<file path="src/rtl/alarm_mode_controller.sv">
// ---------------------------------------------------------------------------
// alarm_mode_controller
//
// Top-level sequencer for the alarm clock. Owns the running BCD time of day
// and the stored alarm time, shares the debounced buttons between the time
// editor and the alarm editor, loads confirmed edit values, detects the alarm
// match and times the ring period. Feeds the 7-segment display driver.
//
// Ports:
//   clk, rst_n              system clock, asynchronous active-low reset
//   tick_1hz                one-cycle pulse once per second
//   switch_set_time         level, request time edit (highest priority)
//   switch_set_alarm        level, request alarm edit
//   switch_alarm_enable     level, alarm armed when 1
//   button_*, confirm_pulse debounced single-cycle pulses
//   time_edit_value         BCD HHMMSS from the time editor
//   alarm_edit_value        BCD HHMMSS from the alarm editor
//   time_buttons            {left,right,increase,decrease} to the time editor
//   alarm_buttons           same, to the alarm editor
//   current_time            running BCD time
//   alarm_time              stored BCD alarm
//   time_display            value for the display driver
//   mode                    00 RUN, 01 SET_TIME, 10 SET_ALARM, 11 RING
//   alarm_ringing           1 while in RING
// ---------------------------------------------------------------------------
module alarm_mode_controller #(
    parameter int unsigned RING_SECONDS = 60,
    parameter logic [23:0] ALARM_RESET  = 24'h070000
) (
    input  logic        clk,
    input  logic        rst_n,
    input  logic        tick_1hz,
    input  logic        switch_set_time,
    input  logic        switch_set_alarm,
    input  logic        switch_alarm_enable,
    input  logic        button_left,
    input  logic        button_right,
    input  logic        button_increase,
    input  logic        button_decrease,
    input  logic        confirm_pulse,
    input  logic [23:0] time_edit_value,
    input  logic [23:0] alarm_edit_value,
    output logic [3:0]  time_buttons,
    output logic [3:0]  alarm_buttons,
    output logic [23:0] current_time,
    output logic [23:0] alarm_time,
    output logic [23:0] time_display,
    output logic [1:0]  mode,
    output logic        alarm_ringing
);

    localparam logic [1:0] MODE_RUN       = 2'b00;
    localparam logic [1:0] MODE_SET_TIME  = 2'b01;
    localparam logic [1:0] MODE_SET_ALARM = 2'b10;
    localparam logic [1:0] MODE_RING      = 2'b11;

    localparam logic [7:0] RING_LIMIT = 8'(RING_SECONDS);

    // Advance a BCD HHMMSS value by one second, wrapping 23:59:59 to 00:00:00.
    function automatic logic [23:0] bcd_increment(input logic [23:0] t);
        logic [3:0] hl, hr, ml, mr, sl, sr;
        {hl, hr, ml, mr, sl, sr} = t;
        if (sr != 4'd9) begin
            sr = sr + 4'd1;
        end else begin
            sr = 4'd0;
            if (sl != 4'd5) begin
                sl = sl + 4'd1;
            end else begin
                sl = 4'd0;
                if (mr != 4'd9) begin
                    mr = mr + 4'd1;
                end else begin
                    mr = 4'd0;
                    if (ml != 4'd5) begin
                        ml = ml + 4'd1;
                    end else begin
                        ml = 4'd0;
                        if (hl == 4'd2 && hr == 4'd3) begin
                            hl = 4'd0;
                            hr = 4'd0;
                        end else if (hr == 4'd9) begin
                            hr = 4'd0;
                            hl = hl + 4'd1;
                        end else begin
                            hr = hr + 4'd1;
                        end
                    end
                end
            end
        end
        return {hl, hr, ml, mr, sl, sr};
    endfunction

    // A legal time of day: hours 00..23, tens of minutes/seconds 0..5,
    // every digit 0..9.
    function automatic logic bcd_valid(input logic [23:0] t);
        logic [3:0] hl, hr, ml, mr, sl, sr;
        {hl, hr, ml, mr, sl, sr} = t;
        return (hl <= 4'd2) && (hr <= 4'd9) && !(hl == 4'd2 && hr > 4'd3) &&
               (ml <= 4'd5) && (mr <= 4'd9) && (sl <= 4'd5) && (sr <= 4'd9);
    endfunction

    logic [3:0]  buttons;
    logic [23:0] time_next;
    logic [7:0]  ring_count;
    logic [1:0]  mode_next;
    logic        any_press;
    logic        alarm_hit;
    logic        ring_done;

    assign buttons   = {button_left, button_right, button_increase, button_decrease};
    assign time_next = bcd_increment(current_time);
    assign any_press = (|buttons) || confirm_pulse;

    // Only a tick-driven increment in RUN can start the alarm; loads from the
    // editors never do.
    assign alarm_hit = (mode == MODE_RUN) && switch_alarm_enable && tick_1hz &&
                       (time_next == alarm_time);
    assign ring_done = tick_1hz && ((ring_count + 8'd1) == RING_LIMIT);

    // Next mode: the two edit switches dominate; otherwise RING holds until
    // timeout, any user activity or disarm, and RUN enters RING on a match.
    always_comb begin
        mode_next = MODE_RUN;
        if (switch_set_time) begin
            mode_next = MODE_SET_TIME;
        end else if (switch_set_alarm) begin
            mode_next = MODE_SET_ALARM;
        end else if (mode == MODE_RING) begin
            if (any_press || !switch_alarm_enable || ring_done) begin
                mode_next = MODE_RUN;
            end else begin
                mode_next = MODE_RING;
            end
        end else if (alarm_hit) begin
            mode_next = MODE_RING;
        end
    end

    // Mode register and ring timer. The counter sits at zero outside RING so
    // it is already cleared on the edge that enters RING.
    always_ff @(posedge clk or negedge rst_n) begin
        if (!rst_n) begin
            mode          <= MODE_RUN;
            alarm_ringing <= 1'b0;
            ring_count    <= 8'd0;
        end else begin
            mode          <= mode_next;
            alarm_ringing <= (mode_next == MODE_RING);
            if (mode != MODE_RING) begin
                ring_count <= 8'd0;
            end else if (tick_1hz) begin
                ring_count <= ring_count + 8'd1;
            end
        end
    end

    // Timekeeping and confirmed loads. A valid confirm in SET_TIME wins over a
    // coincident tick; the clock is otherwise frozen while being edited.
    always_ff @(posedge clk or negedge rst_n) begin
        if (!rst_n) begin
            current_time <= 24'h000000;
            alarm_time   <= ALARM_RESET;
        end else begin
            if (mode == MODE_SET_TIME) begin
                if (confirm_pulse && bcd_valid(time_edit_value)) begin
                    current_time <= time_edit_value;
                end
            end else if (tick_1hz) begin
                current_time <= time_next;
            end
            if (mode == MODE_SET_ALARM && confirm_pulse && bcd_valid(alarm_edit_value)) begin
                alarm_time <= alarm_edit_value;
            end
        end
    end

    // Button routing and display select follow the registered mode, so at
    // most one editor ever sees buttons and RING routes to neither.
    always_ff @(posedge clk or negedge rst_n) begin
        if (!rst_n) begin
            time_buttons  <= 4'd0;
            alarm_buttons <= 4'd0;
            time_display  <= 24'h000000;
        end else begin
            time_buttons  <= (mode == MODE_SET_TIME)  ? buttons : 4'd0;
            alarm_buttons <= (mode == MODE_SET_ALARM) ? buttons : 4'd0;
            case (mode)
                MODE_SET_TIME:  time_display <= time_edit_value;
                MODE_SET_ALARM: time_display <= alarm_edit_value;
                default:        time_display <= current_time;
            endcase
        end
    end

endmodule

</file>
<file path="config.mk">
export PLATFORM = sky130hd
export DESIGN_NAME = alarm_mode_controller
export DESIGN_NICKNAME = d
export VERILOG_FILES = /design/src/rtl/alarm_mode_controller.sv
export SDC_FILE = /design/constraint.sdc
export NUM_CORES = 1
export LEC_CHECK = 0
export ABC_CLOCK_PERIOD_IN_PS = 4200
export CAP_MARGIN = 20
export CELL_PAD_IN_SITES_DETAIL_PLACEMENT = 0
export CELL_PAD_IN_SITES_GLOBAL_PLACEMENT = 1
export CORE_MARGIN = 4
export CORE_UTILIZATION = 41
export CTS_BUF_LIST = sky130_fd_sc_hd__clkbuf_8
export DETAILED_ROUTE_END_ITERATION = 10
export HOLD_SLACK_MARGIN = 0.02
export MAX_ROUTING_LAYER = met4
export PLACE_DENSITY_LB_ADDON = 0.25
export RECOVER_POWER = 100
export SETUP_SLACK_MARGIN = 0.3
export SLEW_MARGIN = 20
export SYNTH_ARGS = -nofsm -noshare
export SYNTH_HDL_FRONTEND = slang
export SYNTH_SLANG_ARGS = --single-unit
</file>
<file path="constraint.sdc">
create_clock -name clk -period 4.2 [get_ports clk]
set_input_delay 0.84 -clock clk [delete_from_list [all_inputs] [get_ports clk]]
set_output_delay 0.84 -clock clk [all_outputs]
set_load 0.01 [all_outputs]
</file>
==> impl_results.md <==
- Postcts setup bufs: 0
- Most common cell after layout, fill and taps aside: dfrtp_1
- IR drop worst, VDD: ~0.00017 V
- Critical path data arrival time: 3.90 ns
- Reg2Reg Depth: 8
- Number of fill cells in the layout: 1188
- Synth Flop Type: dfrtp_1
- Hold Vio Cnt, Final: 0
- Fraction of layout cells with a size suffix above 1: 7.56%
- HP Start: alarm_time[0]
- Yosys cell types: 65
- CTS sink cnt: 91
- Port Buf Inserts: 141
- Violated checks: capacitance limit, slew limit
- Hold Crit Class: register to register
- Post-synthesis net count: 640
- Crit path buffers/inverters: 0
- Area share of the leading cell type in the synthesized netlist: about 41%
- Critical path fanouts, max: 9
- Nets: a little under 800
- Die height: 122 um
- Initial antenna violation count: 0
- Crit share post-route: 86.0%
- CTS-repair resized insts: 0
- Die footprint: between 0.01 and 0.015 sq mm
- Fmax: 0.277 GHz
- Area growth, synth to finish: 32.2%
- Min Tclk post-route: 3.61 ns
- Initial DRT Pass Iterations: 4
- Avg Cell Area, Syn: 9.41 sq um
- Total gr overflow: 0
- Max_slew headroom: -87.7%
- Die W: 122 um
- Fin Setup TNS: 0 ns
- CTS clock-pin slew for the worst setup and hold paths: 0.09 ns
- Power per cell area: 357 mW/mm^2
- Max Cap Viol: 2
- Pin count of the biggest net entering global routing: 50
- Sequential share of the synthesized area: 42.7%
- Initial core utilization: a little over two fifths
- Clk_skew: 0.0103 ns
- Synth area leader: dfrtp_1
- Worst EP required: 4.49 ns
- Largest stage delay, worst path: between 0.7 and 0.8 ns
- Num rows: 41
- CTS tree: built
- Gpl congestion: 0.946
- Status: finished, violations left
- Number of synthesized register bits: 91
- Total clock buffers created by CTS: 9
- Tot GR Track Use: 25.1%
- Crit path capture type: register
- Crit path cell chain: ha_1 > nand3b_1 > or4_1 > o311ai_0 > o311ai_0 > nor4_1 > a31oi_1 > o21bai_1
- P_leak: between 0.003 and 0.004 uW
- Slowest stage cell, crit path: or4_1
- Drt total wl: roughly 18000 um
- Area after DPL: about 0.0069 sq mm
- Worst Hold Path Cells: 1
- Synth top area cells: dfrtp_1 41%, a21oi_1 4.7%, a22oi_1 4.2%
- Flop-to-flop setup slack: 0.59 ns
- Worst reg2reg endpoint: mode[0]
- RSZ-0062 raised after global routing: false
- R2r startpoint: current_time[8]
- Worst Max-Slew Pin Slew: 2.82 ns
- DRC: 0
- # diodes: 0
- Vias in the first global route: about 5000
- Yosys Warn Count: 0
- Antenna-violating nets left: 0
- H-tree depth: 3
- Vias after detailed routing: 5050
- Clock Tree Buf Depth: 2
- Most frequent cells in the layout: 88 x dfrtp_1, 85 x dlygate4sd3_1, 55 x clkdlybuf4s50_1
- Post-Syn Instances: approximately 570
- Dpl ws: between 0.7 and 0.8 ns
- Final setup fails: 0
- FFs w/ async S/R, synth: between 90% and 100%
- Clock latency on the worst-skew pair: 0.37 ns
- Core Box Area: between 0.01 and 0.015 sq mm
- Root buf cell: clkbuf_8
- Most Frequent Cell on Critical Path: o311ai_0
- First-pass GRT wire length: 28000 um
- Worst Slack Setup Final: 0.588 ns
- Number of flops mapped to enable cells by yosys: 0
- Setup crit start kind: register
- Fin. max-slew vios: 80
- Final instance area: 0.00706 sq mm
- I/O pin cnt: 142
- Hold-fix buffers, CTS: 0
- Mapped Area: 0.00534 sq mm
- Wire per inst: 20.4 um
- 1st-iter DRT viols: 271
- Crit Path Class: register to register
- Crit-path leading delay family: simple AND/OR/NAND/NOR gates
- Final HPWL DP: 13100 um
- Avg Vias per Cell: 5.78
- Hold Crit Endpoint: alarm_time[0]
==> metal layers <==
| layer | GRT usage [%] | routed length, um | vias to the layer above |
|---|---|---|---|
| li1 | - | - | 2344 |
| met4 | 6.72 | 269 | 0 |
| met5 | - | 0 | - |
| met3 | 4.09 | 983 | 18 |
| met2 | 39.4 | 8450 | 181 |
| met1 | 33.9 | 8110 | 2507 |
==> final cells by class <==
cell class	instances	area [sq um]	area share (%)
inverter	13	48.8	0.691
timing repair buffer	153	1480	20.9
sequential	91	2280	32.3
clock buffer	11	151	2.15
clock inverter	5	22.5	0.319
multi-input combinational	428	2860	40.6
tap	172	215	3.05
==> sequential cells by signal, indices dropped and copies added, names as in the netlist <==
name,flops
alarm_time,24
current_time,24
time_display,24
ring_count,8
alarm_buttons,4
time_buttons,4
mode,2
alarm_ringing,1
==> cell usage after synthesis (4+ instances only) <==
cell      instances
clkbuf_1         23
and3_1            5
a21o_1            4
and2_1           16
ha_1             14
xor2_1           16
a21oi_1          50
nand2_1          28
o31ai_1           4
o21ai_0          28
buf_1             5
nand4_1          10
a31oi_1          10
xnor2_1          12
inv_1            13
dfrtp_1          88
nor3_1           13
nor4_1            7
nand3_1          16
mux2_2           20
mux2i_1          13
nor2b_1           6
nand2b_1          7
buf_2             6
a22oi_1          30
nor2_1           51
o22ai_1           7
nand3b_1          6
a211oi_1          4
==> per-stage QoR <==
stage | hold WS (ns) | cells | utilization (%) | total power, uW
after floorplan | 0.544 | 567 | - | 1590
after global placement | 0.546 | 857 | 54.6 | 2010
after detailed placement | 0.558 | 857 | 54.6 | 2030
after CTS | 0.505 | 873 | 55.9 | 2580
after global routing | 0.590 | 873 | 55.7 | 2660
final | 0.573 | 873 | 55.7 | 2520
==> worst max-delay path by stage <==
stage,cells after the start,slack (ns),end,startpoint
floorplan,8,1.54,current_time[17],time_edit_value[22]
global placement,9,0.80,current_time[22],time_edit_value[22]
finish,8,0.59,mode[0],current_time[8]
global route,8,0.37,alarm_time[13],mode[0]
detailed placement,9,0.77,current_time[22],time_edit_value[22]
CTS,8,0.93,alarm_ringing,current_time[8]
==> power breakdown <==
part	total, uW	switching (uW)	internal (uW)
registers	1140	169	972
logic	828	430	398
clock network	551	311	240
==> logic make-up (layout without fill, tap and decap cells) <==
group                      Yosys count  in the layout  synth area share [%]
buffers and inverters               48            182                  3.66
adders and majority gates           14             14                  3.28
DFF                                 91             91                  42.7
xor gates and xnor gates            28             28                  4.59
muxes                               33             33                  6.66
and+or+nand+nor                    188            188                  19.3
AOI/OAI and AO/OA                  165            165                  19.8
No activity file was read; power rests on OpenSTA's default activity.
